===== src/rtl/fram_arb_pkg.sv =====
// Shared definitions for the FRAM command/data arbiter: FSM states, default
// timing limits and fixed requester slots.
package fram_arb_pkg;

    typedef enum logic [1:0] {
        IDLE,
        GRANT,
        ACK,
        BUSY
    } arb_state_t;

    localparam int unsigned DEF_TMO_CYC = 50000;
    localparam int unsigned DEF_ACK_CYC = 8;
    localparam int unsigned IDX_W       = 2;

    localparam logic [IDX_W-1:0] AREA2 = 2'd0;
    localparam logic [IDX_W-1:0] AREA3 = 2'd1;
    localparam logic [IDX_W-1:0] SPARE = 2'd2;

    // Successor of idx in a ring of n requesters.
    function automatic logic [IDX_W-1:0] next_idx(input logic [IDX_W-1:0] idx,
                                                  input int unsigned n);
        if (32'(idx) + 32'd1 >= n)
            return '0;
        else
            return idx + IDX_W'(1);
    endfunction

endpackage


===== src/rtl/fram_rr_pick.sv =====
// Combinational round-robin pick: first active request at or after ptr,
// wrapping around the requester ring.
module fram_rr_pick
    import fram_arb_pkg::*;
#(
    parameter int unsigned NUM_REQ = 3
) (
    input  logic [NUM_REQ-1:0] req,
    input  logic [IDX_W-1:0]   ptr,
    output logic [NUM_REQ-1:0] onehot,
    output logic [IDX_W-1:0]   idx,
    output logic               valid
);

    logic [IDX_W-1:0] j;

    always_comb begin
        onehot = '0;
        idx    = '0;
        valid  = 1'b0;
        j      = '0;
        for (int unsigned k = 0; k < NUM_REQ; k++) begin
            j = IDX_W'((32'(ptr) + k) % NUM_REQ);
            if (!valid && req[j]) begin
                valid     = 1'b1;
                onehot[j] = 1'b1;
                idx       = j;
            end
        end
    end

endmodule


===== src/rtl/fram_arbiter.sv =====
// Arbitrates the FRAM controller interface among NUM_REQ scan engines with a
// registered one-hot grant, round-robin fairness and a per-grant watchdog.
module fram_arbiter
    import fram_arb_pkg::*;
#(
    parameter int unsigned NUM_REQ = 3,
    parameter int unsigned TMO_CYC = DEF_TMO_CYC,
    parameter int unsigned ACK_CYC = DEF_ACK_CYC
) (
    input  logic                   clk,
    input  logic                   rst,
    input  logic [NUM_REQ-1:0]     im_req,
    output logic [NUM_REQ-1:0]     om_gnt,
    input  logic [NUM_REQ-1:0]     im_rden,
    input  logic [NUM_REQ-1:0]     im_wren,
    input  logic [16*NUM_REQ-1:0]  im_addr,
    input  logic [16*NUM_REQ-1:0]  im_len,
    input  logic [NUM_REQ-1:0]     im_wr_dv,
    input  logic [8*NUM_REQ-1:0]   im_wdata,
    output logic [NUM_REQ-1:0]     om_rd_dv,
    output logic [7:0]             om_rdata,
    output logic                   o_fram_rden,
    output logic                   o_fram_wren,
    output logic                   o_fram_wr_dv,
    output logic [15:0]            om_fram_addr,
    output logic [15:0]            om_fram_wr_len,
    output logic [7:0]             o_fram_wdata,
    input  logic                   i_fram_rdy,
    input  logic                   i_fram_rd_dv,
    input  logic [7:0]             im_fram_rdata,
    output logic                   o_error,
    output logic [1:0]             om_err_src
);

    arb_state_t        state;
    logic [IDX_W-1:0]  ptr;
    logic [IDX_W-1:0]  winner;
    logic [15:0]       wdog;
    logic [15:0]       ack_cnt;

    logic [NUM_REQ-1:0] pick_onehot;
    logic [IDX_W-1:0]   pick_idx;
    logic               pick_valid;
    logic               rden_any;
    logic               wren_any;
    logic               cmd;
    logic               req_held;
    logic               tmo;
    logic               ack_tmo;
    logic [IDX_W-1:0]   rel_ptr;

    fram_rr_pick #(.NUM_REQ(NUM_REQ)) u_pick (
        .req    (im_req),
        .ptr    (ptr),
        .onehot (pick_onehot),
        .idx    (pick_idx),
        .valid  (pick_valid)
    );

    // AND-OR mux keyed by the registered grant: zero grant gives all-zero outputs.
    always_comb begin
        rden_any       = 1'b0;
        wren_any       = 1'b0;
        o_fram_wr_dv   = 1'b0;
        om_fram_addr   = '0;
        om_fram_wr_len = '0;
        o_fram_wdata   = '0;
        for (int unsigned k = 0; k < NUM_REQ; k++) begin
            rden_any       = rden_any     | (im_rden[k]  & om_gnt[k]);
            wren_any       = wren_any     | (im_wren[k]  & om_gnt[k]);
            o_fram_wr_dv   = o_fram_wr_dv | (im_wr_dv[k] & om_gnt[k]);
            om_fram_addr   = om_fram_addr   | (im_addr[16*k +: 16]  & {16{om_gnt[k]}});
            om_fram_wr_len = om_fram_wr_len | (im_len[16*k +: 16]   & {16{om_gnt[k]}});
            o_fram_wdata   = o_fram_wdata   | (im_wdata[8*k +: 8]   & {8{om_gnt[k]}});
        end
    end

    assign o_fram_rden = rden_any;
    assign o_fram_wren = wren_any & ~rden_any;
    assign om_rd_dv    = i_fram_rd_dv ? om_gnt : '0;
    assign om_rdata    = im_fram_rdata;

    assign cmd      = rden_any | wren_any;
    assign req_held = |(im_req & om_gnt);
    assign tmo      = (wdog == 16'(TMO_CYC - 1));
    assign ack_tmo  = (ack_cnt == 16'(ACK_CYC - 1));
    assign rel_ptr  = next_idx(winner, NUM_REQ);

    always_ff @(posedge clk) begin
        if (rst) begin
            state      <= IDLE;
            om_gnt     <= '0;
            ptr        <= '0;
            winner     <= '0;
            wdog       <= '0;
            ack_cnt    <= '0;
            o_error    <= 1'b0;
            om_err_src <= '0;
        end else begin
            o_error <= 1'b0;
            if (state != IDLE)
                wdog <= wdog + 16'd1;

            case (state)
                IDLE: begin
                    if (pick_valid && i_fram_rdy) begin
                        om_gnt <= pick_onehot;
                        winner <= pick_idx;
                        wdog   <= '0;
                        state  <= GRANT;
                    end
                end
                GRANT: begin
                    if (cmd) begin
                        ack_cnt <= '0;
                        state   <= ACK;
                    end else if (!req_held) begin
                        om_gnt <= '0;
                        ptr    <= rel_ptr;
                        state  <= IDLE;
                    end
                end
                ACK: begin
                    if (!i_fram_rdy) begin
                        state <= BUSY;
                    end else if (ack_tmo) begin
                        o_error    <= 1'b1;
                        om_err_src <= winner;
                        om_gnt     <= '0;
                        ptr        <= rel_ptr;
                        state      <= IDLE;
                    end else begin
                        ack_cnt <= ack_cnt + 16'd1;
                    end
                end
                BUSY: begin
                    if (i_fram_rdy) begin
                        om_gnt <= '0;
                        ptr    <= rel_ptr;
                        state  <= IDLE;
                    end
                end
                default: state <= IDLE;
            endcase

            // Watchdog overrides whatever the state decided this cycle.
            if (state != IDLE && tmo) begin
                o_error    <= 1'b1;
                om_err_src <= winner;
                om_gnt     <= '0;
                ptr        <= rel_ptr;
                state      <= IDLE;
            end
        end
    end

endmodule


===== config.mk =====
export PLATFORM = sky130hd
export DESIGN_NAME = fram_arbiter
export DESIGN_NICKNAME = d
export VERILOG_FILES = /design/src/rtl/fram_arb_pkg.sv /design/src/rtl/fram_rr_pick.sv /design/src/rtl/fram_arbiter.sv
export SDC_FILE = /design/constraint.sdc
export NUM_CORES = 1
export LEC_CHECK = 0
export BUFFER_PORTS_ARGS = -buffer_cell sky130_fd_sc_hd__buf_4
export CORE_ASPECT_RATIO = 1.25
export CORE_MARGIN = 3
export CORE_UTILIZATION = 44
export CTS_BUF_LIST = sky130_fd_sc_hd__clkbuf_4 sky130_fd_sc_hd__clkbuf_8
export DETAILED_ROUTE_END_ITERATION = 6
export GPL_TIMING_DRIVEN = 0
export HOLD_SLACK_MARGIN = 0.06
export PLACE_DENSITY = 0.93
export SKIP_LAST_GASP = 1
export SLEW_MARGIN = 10
export SYNTH_ARGS = -nofsm -noshare
export SYNTH_HDL_FRONTEND = slang
export SYNTH_SLANG_ARGS = --single-unit

===== constraint.sdc =====
create_clock -name clk -period 3.1 [get_ports clk]
set_input_delay 0.31 -clock clk [delete_from_list [all_inputs] [get_ports clk]]
set_output_delay 0.31 -clock clk [all_outputs]
set_load 0.05 [all_outputs]

==> impl_metrics.ini <==
[placement]
port_buffers = 195
dpl.cell_count = 665
place_hpwl_um = 10400
gp_congestion = 0.954
pre_cts_ws_ps = 199

[power]
p_sw_frac = 0.524
p_int_mw = 1.65
cellPowerDensity_nw_per_um2 = 726
p_switching_mw = 1.82
combPwrFrac = 0.677
seqPwrFrac = 0.185
clockPowerShare = 0.138
ir_drop_uv = 547
leakage_nw = 2.34

[drt]
vias_per_cell = 5.98
drt-pass1-iter-count = 7
dr.first_iter.drc_count = 457
drc_errors = 1
drtAntennaViolNets = 0
routed_wl_um = 13000
vias = 4025
wl_per_cell_um = 19.4

[layout]
utilization = 0.718
final-instance-count-excl-fill = 673
syn_to_final_growth_pct = 55.7
layout-drive-gt1-share = 0.374
diodes = 0
nets = 735

[logic_synthesis]
synth-seq-cells = 44
synth_area_leaders = dfxtp_1 29%, a222oi_1 14%, inv_1 6.2%
ys_seq_area_frac = 0.287
avgSynthCellArea_um2 = 8.01
async_reset_ff_frac = 0
syn-num-nets = 533
synth-edff-count = 0
netlist.area_leader.share = 0.287
synth.most_common_cell = inv_1
synth_cell_type_count = 53
syn_inst = 383
ys.warnings.count = 0
synth_area_um2 = 3070
synthTopCellsByCount = 51 x inv_1, 44 x a222oi_1, 44 x dfxtp_1
synth_ff_type = dfxtp_1
yosysTopAreaCell = dfxtp_1

[cts]
clkLatencyLatePin_ps = 300
cts_made_buffers = 5
cts_buffer_depth = 2
ctsRootBufferMaster = clkbuf_8
cts_tree = built
clock-sinks = 44
clk_pin_slew_worst_paths_ps = 80
htree_levels = 2

[setup_path]
startpoint_type = register
worstSetupPathType = reg2reg
cp.arrival_ps = 2960
end_kind = register
crit_required_ps = 3340
crit_fanout = 10
rrSetupSlack_ps = 370

[timing]
finalSetupViolCount = 0
fin_crit_ps = 2730
postLayoutSetupSlackWorst_ps = 373
final.period_utilization = 0.880
clock_skew_ps = 3.83
tns_ps = 0
rsz0062_at_grt = false
relSlewSlack = 0.539
fmax_ghz = 0.367
hold_violations = 0
drv_slew = 0
worst_pin_slew_ps = 682

[run]
cap_violations = 0

[run_status]
failed_checks = design-rule violations
status = complete, but fails checks

[global_routing]
grtUsageMet1 = 0.359
use_met3 = 0.129
grt_pass1_wl_um = 18800
grt_overflow_total = 0
track_usage = 0.301
grt-busiest-layer = met2
antenna_found_initial = 1
grt_start_max_net_pins = 14
grt_pass1_vias = 3806
grt_use_met2 = 0.496

[floorplanning]
die_w_um = 80.7
num_rows = 33
die_y_um = 99.3
core-area_um2 = 6650
die_area_um2 = 8010
initial_core_util = 0.461
num_io_pins = 204

[worst_hold_path]
hp-class = in2reg
per-layer routing:
metal  vias up  part of all wire
met5         -            0.0010
met4         2             0.019
met3        28              0.15
met2       277              0.47
met1      1875              0.36
li1       1843                 -
what timing repair did:
action	4_1_cts	5_1_grt
resized for setup	0	1
hold buffers	0	0
buffers inserted	0	0
endpoints found under the setup margin	0	10
power by group through the flow:
stage	sequential, mW	combinational, mW	clock, mW
after detailed placement	0.653	2.29	0
after CTS	0.640	2.31	0.479
after global placement	0.649	2.26	0
after global routing	0.647	2.46	0.505
after floorplan	0.681	1.52	0
final	0.642	2.35	0.479
flip-flops by register name (all words and copies together) (netlist names):
register,cells
wdog,16
om_gnt,3
o_error,1
state,2
om_err_src,2
winner,2
ack_cnt,16
ptr,2
worst max-delay path, stage by stage, from the launching register on:
cell and delay [ps]:
dfxtp_1 380, inv_1 90, ha_1 290, clkbuf_1 210, nand3b_1 170, o21ai_0 180, o311ai_2 610, nand2b_1 250
clkbuf_1 290, nor2_1 180
cell families (layout without fill, tap and decap cells):
| logic type | count (synthesis) | after routing | synth area share |
|---|---|---|---|
| XOR/XNOR | 23 | 23 | 0.0657 |
| multiplexers | 7 | 7 | 0.0233 |
| flip-flops | 44 | 44 | 0.287 |
| AND/OR/NAND/NOR | 118 | 118 | 0.200 |
| buffers and inverters | 83 | 286 | 0.119 |
| AO/OA/AOI/OAI | 102 | 102 | 0.281 |
| adder cells (fa/ha/maj) | 6 | 6 | 0.0245 |
worst paths after layout:
path / startpoint / to / cells after the start
max reg2reg: ptr[0]$_SDFFE_PP0P_ / wdog[0]$_SDFF_PP0_ / 9
max: ptr[0]$_SDFFE_PP0P_ / wdog[0]$_SDFF_PP0_ / 9
min reg2reg: om_err_src[0]$_SDFFE_PP0P_ / om_err_src[0]$_SDFFE_PP0P_ / 2
min: i_fram_rdy / ack_cnt[0]$_SDFFE_PP0P_ / 3
layout make-up:
cell class	instances	area (µm²)
tap	87	109
timing repair buffer	195	1460
multi-input combinational	256	1830
fill	500	1870
inverter	51	191
clock buffer	7	96.3
sequential	44	881
buffer	32	173
clock inverter	1	30.0
metrics by stage:
| step | hold WS [ps] | cell area, µm² | power [mW] |
|---|---|---|---|
| floorplan | 457 | 3070 | 2.20 |
| global placement | 474 | 4640 | 2.91 |
| detailed placement | 490 | 4640 | 2.95 |
| CTS | 334 | 4770 | 3.43 |
| global route | 352 | 4770 | 3.61 |
| finish | 344 | 4770 | 3.47 |
cell usage in the layout, fill, tap and decap left out, drive strengths merged, types with 2 or more instances in the layout:
| cell | instances |
|---|---|
| nor3 | 7 |
| mux2i | 6 |
| xor2 | 14 |
| a222oi | 44 |
| a32o | 2 |
| nor4 | 3 |
| nand2 | 16 |
| nand3b | 3 |
| o2111ai | 6 |
| o211ai | 4 |
| nor2 | 39 |
| o2bb2ai | 3 |
| or2 | 3 |
| xnor2 | 9 |
| dfxtp | 44 |
| and2 | 7 |
| nor2b | 4 |
| o21ai | 10 |
| ha | 6 |
| nor3b | 4 |
| clkbuf | 26 |
| or3 | 5 |
| nor4bb | 3 |
| o21a | 3 |
| nand3 | 5 |
| nand4 | 8 |
| a22oi | 2 |
| a21oi | 11 |
| nand2b | 6 |
| o32ai | 2 |
| inv | 51 |
| buf | 208 |
| or4 | 2 |
| o31ai | 4 |
(Power assumes the default switching activity.)
